<file path="src/rtl/instr_fetch_unit.sv">
// Instruction fetch stage: holds the PC, fetches one word per instruction and hands it downstream.
// Latency: 1 + N cycles from REQ entry to instr_valid (N = cycles imem_ready stays low); minimum period 2 cycles.
// Backpressure: waits in REQ until imem_ready; holds instr/pc in HOLD until instr_ack.
//
// Ports:
//   clk, rst                  clock, synchronous active-high reset
//   imem_req/addr/ready/rdata instruction memory read handshake
//   instr_valid, instr, OP,   latched instruction and its decode fields
//   Funct, pc, pc_plus4       for the control unit
//   instr_ack, Jump, Branch,  downstream consume strobe with the next-PC
//   Zero                      decision inputs, sampled together
module instr_fetch_unit #(
  parameter int              WIDTH    = 32,
  parameter logic [WIDTH-1:0] RESET_PC = '0
) (
  input  logic             clk,
  input  logic             rst,
  output logic             imem_req,
  output logic [WIDTH-1:0] imem_addr,
  input  logic             imem_ready,
  input  logic [31:0]      imem_rdata,
  output logic             instr_valid,
  output logic [31:0]      instr,
  output logic [5:0]       OP,
  output logic [5:0]       Funct,
  output logic [WIDTH-1:0] pc,
  output logic [WIDTH-1:0] pc_plus4,
  input  logic             instr_ack,
  input  logic             Jump,
  input  logic             Branch,
  input  logic             Zero
);

  typedef enum logic [1:0] {
    IDLE = 2'd0,
    REQ  = 2'd1,
    HOLD = 2'd2
  } state_t;

  state_t           r_state;
  state_t           w_next_state;
  logic [WIDTH-1:0] r_pc;
  logic [31:0]      r_instr;
  logic [WIDTH-1:0] w_pc_plus4;
  logic [WIDTH-1:0] w_branch_off;
  logic [WIDTH-1:0] w_next_pc;
  logic             w_capture;
  logic             w_advance;

  // Jump target keeps the top four bits of pc+4, so WIDTH must be at least 29.
  assign w_pc_plus4   = r_pc + WIDTH'(4);
  assign w_branch_off = {{(WIDTH-18){r_instr[15]}}, r_instr[15:0], 2'b00};

  // An x on Jump/Branch/Zero falls through the if/else chain to the next
  // lower-priority choice, so it behaves as 0.
  always_comb begin
    w_next_pc = w_pc_plus4;
    if (Jump == 1'b1) begin
      w_next_pc = {w_pc_plus4[WIDTH-1:28], r_instr[25:0], 2'b00};
    end else if ((Branch & Zero) == 1'b1) begin
      w_next_pc = w_pc_plus4 + w_branch_off;
    end
  end

  assign w_capture = (r_state == REQ)  && imem_ready;
  assign w_advance = (r_state == HOLD) && instr_ack;

  always_comb begin
    w_next_state = r_state;
    case (r_state)
      IDLE:    w_next_state = REQ;
      REQ:     if (imem_ready) w_next_state = HOLD;
      HOLD:    if (instr_ack)  w_next_state = REQ;
      default: w_next_state = IDLE;
    endcase
  end

  always_ff @(posedge clk) begin
    if (rst) begin
      r_state <= IDLE;
      r_pc    <= RESET_PC;
      r_instr <= '0;
    end else begin
      r_state <= w_next_state;
      if (w_capture) r_instr <= imem_rdata;
      if (w_advance) r_pc    <= w_next_pc;
    end
  end

  // Handshake outputs decode the state register only; no input reaches them.
  assign imem_req    = (r_state == REQ);
  assign instr_valid = (r_state == HOLD);
  assign imem_addr   = r_pc;
  assign pc          = r_pc;
  assign pc_plus4    = w_pc_plus4;
  assign instr       = r_instr;
  assign OP          = r_instr[31:26];
  assign Funct       = r_instr[5:0];

endmodule

</file>
<file path="config.mk">
export PLATFORM = sky130hd
export DESIGN_NAME = instr_fetch_unit
export DESIGN_NICKNAME = d
export VERILOG_FILES = /design/src/rtl/instr_fetch_unit.sv
export SDC_FILE = /design/constraint.sdc
export NUM_CORES = 1
export LEC_CHECK = 0
export ABC_AREA = 0
export ABC_CLOCK_PERIOD_IN_PS = 3500
export CAP_MARGIN = 20
export CORE_UTILIZATION = 40
export CTS_BUF_LIST = sky130_fd_sc_hd__clkbuf_4 sky130_fd_sc_hd__clkbuf_8
export CTS_CLUSTER_SIZE = 25
export DETAILED_ROUTE_END_ITERATION = 7
export PLACE_DENSITY = 0.72
export SLEW_MARGIN = 20
export SYNTH_ARGS = -nofsm -noshare
export SYNTH_HDL_FRONTEND = slang
export SYNTH_SLANG_ARGS = --single-unit
export TNS_END_PERCENT = 20
</file>
<file path="constraint.sdc">
create_clock -name clk -period 3.5 [get_ports clk]
set_clock_uncertainty 0.2 [all_clocks]
set_input_delay 0.7 -clock clk [delete_from_list [all_inputs] [get_ports clk]]
set_output_delay 0.7 -clock clk [all_outputs]
set_load 0.1 [all_outputs]
</file>
==> results.ini <==
[synthesis]
netlist_area_um2 = 5390
synth-async-reset-ratio_pct = 0
synth_edf_count = 0
ys_types = 71
ys.warnings.count = 0
yosys.area_share.simple_pct = 21.9
syn_area_per_cell_um2 = 7.46
synth_xor_area_share_pct = 9.03
synth.yosys.seq_area_share_pct = 23.8
yosysTopAreaCell = dfxtp_1
synth_area_leaders = dfxtp_1 24%, a21oi_1 9.2%, nand2_1 8.6%
synth_compound_area_share_pct = 25.2
postSynthCellCount = 723
synth-seq-cells = 64
synth_top_family_by_area = compound AO/OA/AOI/OAI gates
synth_top_area_share_pct = 23.8
synthAdderAreaFrac_pct = 8.72
muxShareOfSynthArea_pct = 0.371
synthFlopType = dfxtp_1

[cts]
clockBufferDepth = 2
clk_latency_ps = 360
cts_buffers = 9
h-tree-depth = 3
cts_tree = built
root_buffer = clkbuf_8
ctsHoldBuffers = 0
clkSinkCount = 64
cts.clk_slew.worst_paths_ps = 80

[layout]
nets = 1054
layout_common_cells = 257 x buf_4, 116 x nand2_1, 93 x a21oi_1
syn_to_final_growth_pct = 67.5
drive_above_1_share_pct = 42.8
fin_cells = 1159
final_common_cell = buf_4
fin_util_pct = 68.5
antenna_cells = 0

[outcome]
status = complete, but fails checks
violations = setup timing

[global_route]
grt_use_total_pct = 31.1
antenna_found_initial = 0
grt.overflow.total = 0
grt_pass1_vias = 6326
grt_max_degree = 34
grt_pass1_wl_um = 34000

[power_and_ir_drop]
p_comb_share_pct = 30.1
seqPwrFrac_pct = 33.9
p_int_mw = 1.44
p_sw_mw = 0.832
irDropWorstVdd_v = 0.000314
swShare_pct = 36.6
p_per_area_nw_per_um2 = 251
p_leak_nw = 4.04
p_clk_share_pct = 36.0
finalPower_mw = 2.27

[route]
wl_per_cell_um = 18.6
drcViolationCount = 0
dr_total_vias = 6452
first_pass_iters = 5
drtIter0Drc = 555
ant_nets = 0
viasPerCell = 5.57
wirelength_um = 21500

[critical_path]
startpoint = imem_addr[9]$_SDFFE_PP0P_
worstPathArrival_ps = 3670
startpoint_type = flip-flop
regToRegStartpoint = imem_addr[9]$_SDFFE_PP0P_
required_ps = 3600
cp_max_fo = 5
worst-setup-path-type = flip-flop to flip-flop
end_kind = flip-flop

[floorplan]
start_util_pct = 40.9
die_h_um = 118
dieArea_um2 = 14000
die_width_um = 118
std_cell_rows = 42
core_um2 = 13200
io-pin-count = 181

[timing]
rsz0062_at_grt = true
slew-limit-headroom_pct = 36.7
setup_tns_ps = -130
slew_violations = 0
worst_pin_slew_ps = 942
setup_viol = 4
final_hold_viol_count = 0
period_minus_slack_ps = 3570
period_share_pct = 102
setup_slack_ps = -72.8
clock.fmax_mhz = 280

[placement]
io_buffers = 174
place_inst = 1136
place.gp.congestion = 1.00
dp_hpwl_um = 16900

[min_path]
hold_path.class = flip-flop to flip-flop
min_from = instr[26]$_SDFFE_PP0P_

[run]
cap_violations = 0

-- through the flow --
step / setup WS [ps] / instance area (µm²) / hold WS, ps
CTS: -87.9 / 8870 / 284
global placement: -96.5 / 8460 / 259
floorplan: -797 / 6090 / 321
detailed placement: -171 / 8460 / 269
global route: -238 / 9030 / 307
finish: -72.8 / 9030 / 282
-- worst max-delay path, cell delays in order (launching register included) --
cell      delay, ps
dfxtp_4         350
nand4_1         110
buf_6           160
nor3_2          160
buf_4           170
buf_4           110
or3b_4          400
xnor2_4         160
ha_4            270
nand4_1          80
a21oi_1         130
o21ai_1          90
o211ai_1        180
buf_4           180
a211oi_2         90
o32ai_2         310
buf_4           170
nand2_2          50
a31oi_1         140
-- cells in the mapped netlist (2+ instances only) --
cell,instances
a21oi_1,99
and3_2,2
nor2_1,48
buf_1,2
buf_6,3
o22ai_1,3
nor3_1,12
o21bai_1,6
ha_1,36
inv_1,16
o221ai_1,3
xnor2_1,34
nor4_4,2
a211oi_1,8
nand3_1,19
nand4_1,13
o21ai_0,31
buf_4,49
o211ai_1,10
o211a_1,2
nand2_1,124
a2bb2oi_1,2
a31o_2,2
a21o_1,12
a221o_1,7
a221oi_2,2
dfxtp_1,64
xnor2_2,3
a31oi_1,7
o21a_1,4
buf_2,4
nand2b_1,3
mux2i_1,2
and4_1,2
and2_1,2
and3_1,11
xor2_1,16
clkbuf_1,21
nor4_1,5
-- power by group through the flow --
stage               registers (mW)  clock network (mW)  logic, mW
floorplan                    0.938                   0      0.325
global placement             0.783                   0      0.658
detailed placement           0.784                   0      0.665
CTS                          0.769               0.832      0.672
global route                 0.773               0.868      0.714
finish                       0.770               0.817      0.685
-- sequential cells by signal (all words and copies together) (netlist names) --
register and cells:
imem_addr 30, r_state 2, instr 32
-- worst paths after layout --
path                                                    to  slack [ps]  depth (start not counted)
worst max-delay path            imem_addr[30]$_SDFFE_PP0P_         -70                         18
worst min-delay path                instr[26]$_SDFFE_PP0P_         280                          2
worst max register to register  imem_addr[30]$_SDFFE_PP0P_         -70                         18
worst min register to register      instr[26]$_SDFFE_PP0P_         280                          2
-- final cells by class --
class	instances	area [µm²]
clock inverters	5	103
multi-input cells	567	4390
repair buffers	320	2770
clock buffers	11	145
well taps	176	220
fillers	1071	4160
inverters	16	60.1
flip-flops and latches	64	1350
-- routing by layer --
metal | vias to the layer above | track usage, % | wire length, µm
li1 | 3028 | - | -
met1 | 3076 | 43.7 | 9780
met2 | 309 | 48.6 | 9750
met3 | 39 | 4.36 | 1550
met4 | 0 | 10.5 | 439
met5 | - | 0 | 0
-- logic make-up after synthesis --
| family | after synthesis |
|---|---|
| simple gates | 253 |
| compound gates | 216 |
| buf+inv | 97 |
| flops | 64 |
| xor+xnor | 53 |
| fa+ha+maj | 37 |
| mux | 2 |
| other cells | 1 |
-- repair_timing --
action	4_1_cts	5_1_grt
setup endpoints to repair	9	15
hold endpoints to repair	0	0
buffers inserted	3	4
gates resized for setup	32	27
pin swaps	19	19
gates cloned	0	0
(Power assumes the default switching activity.)
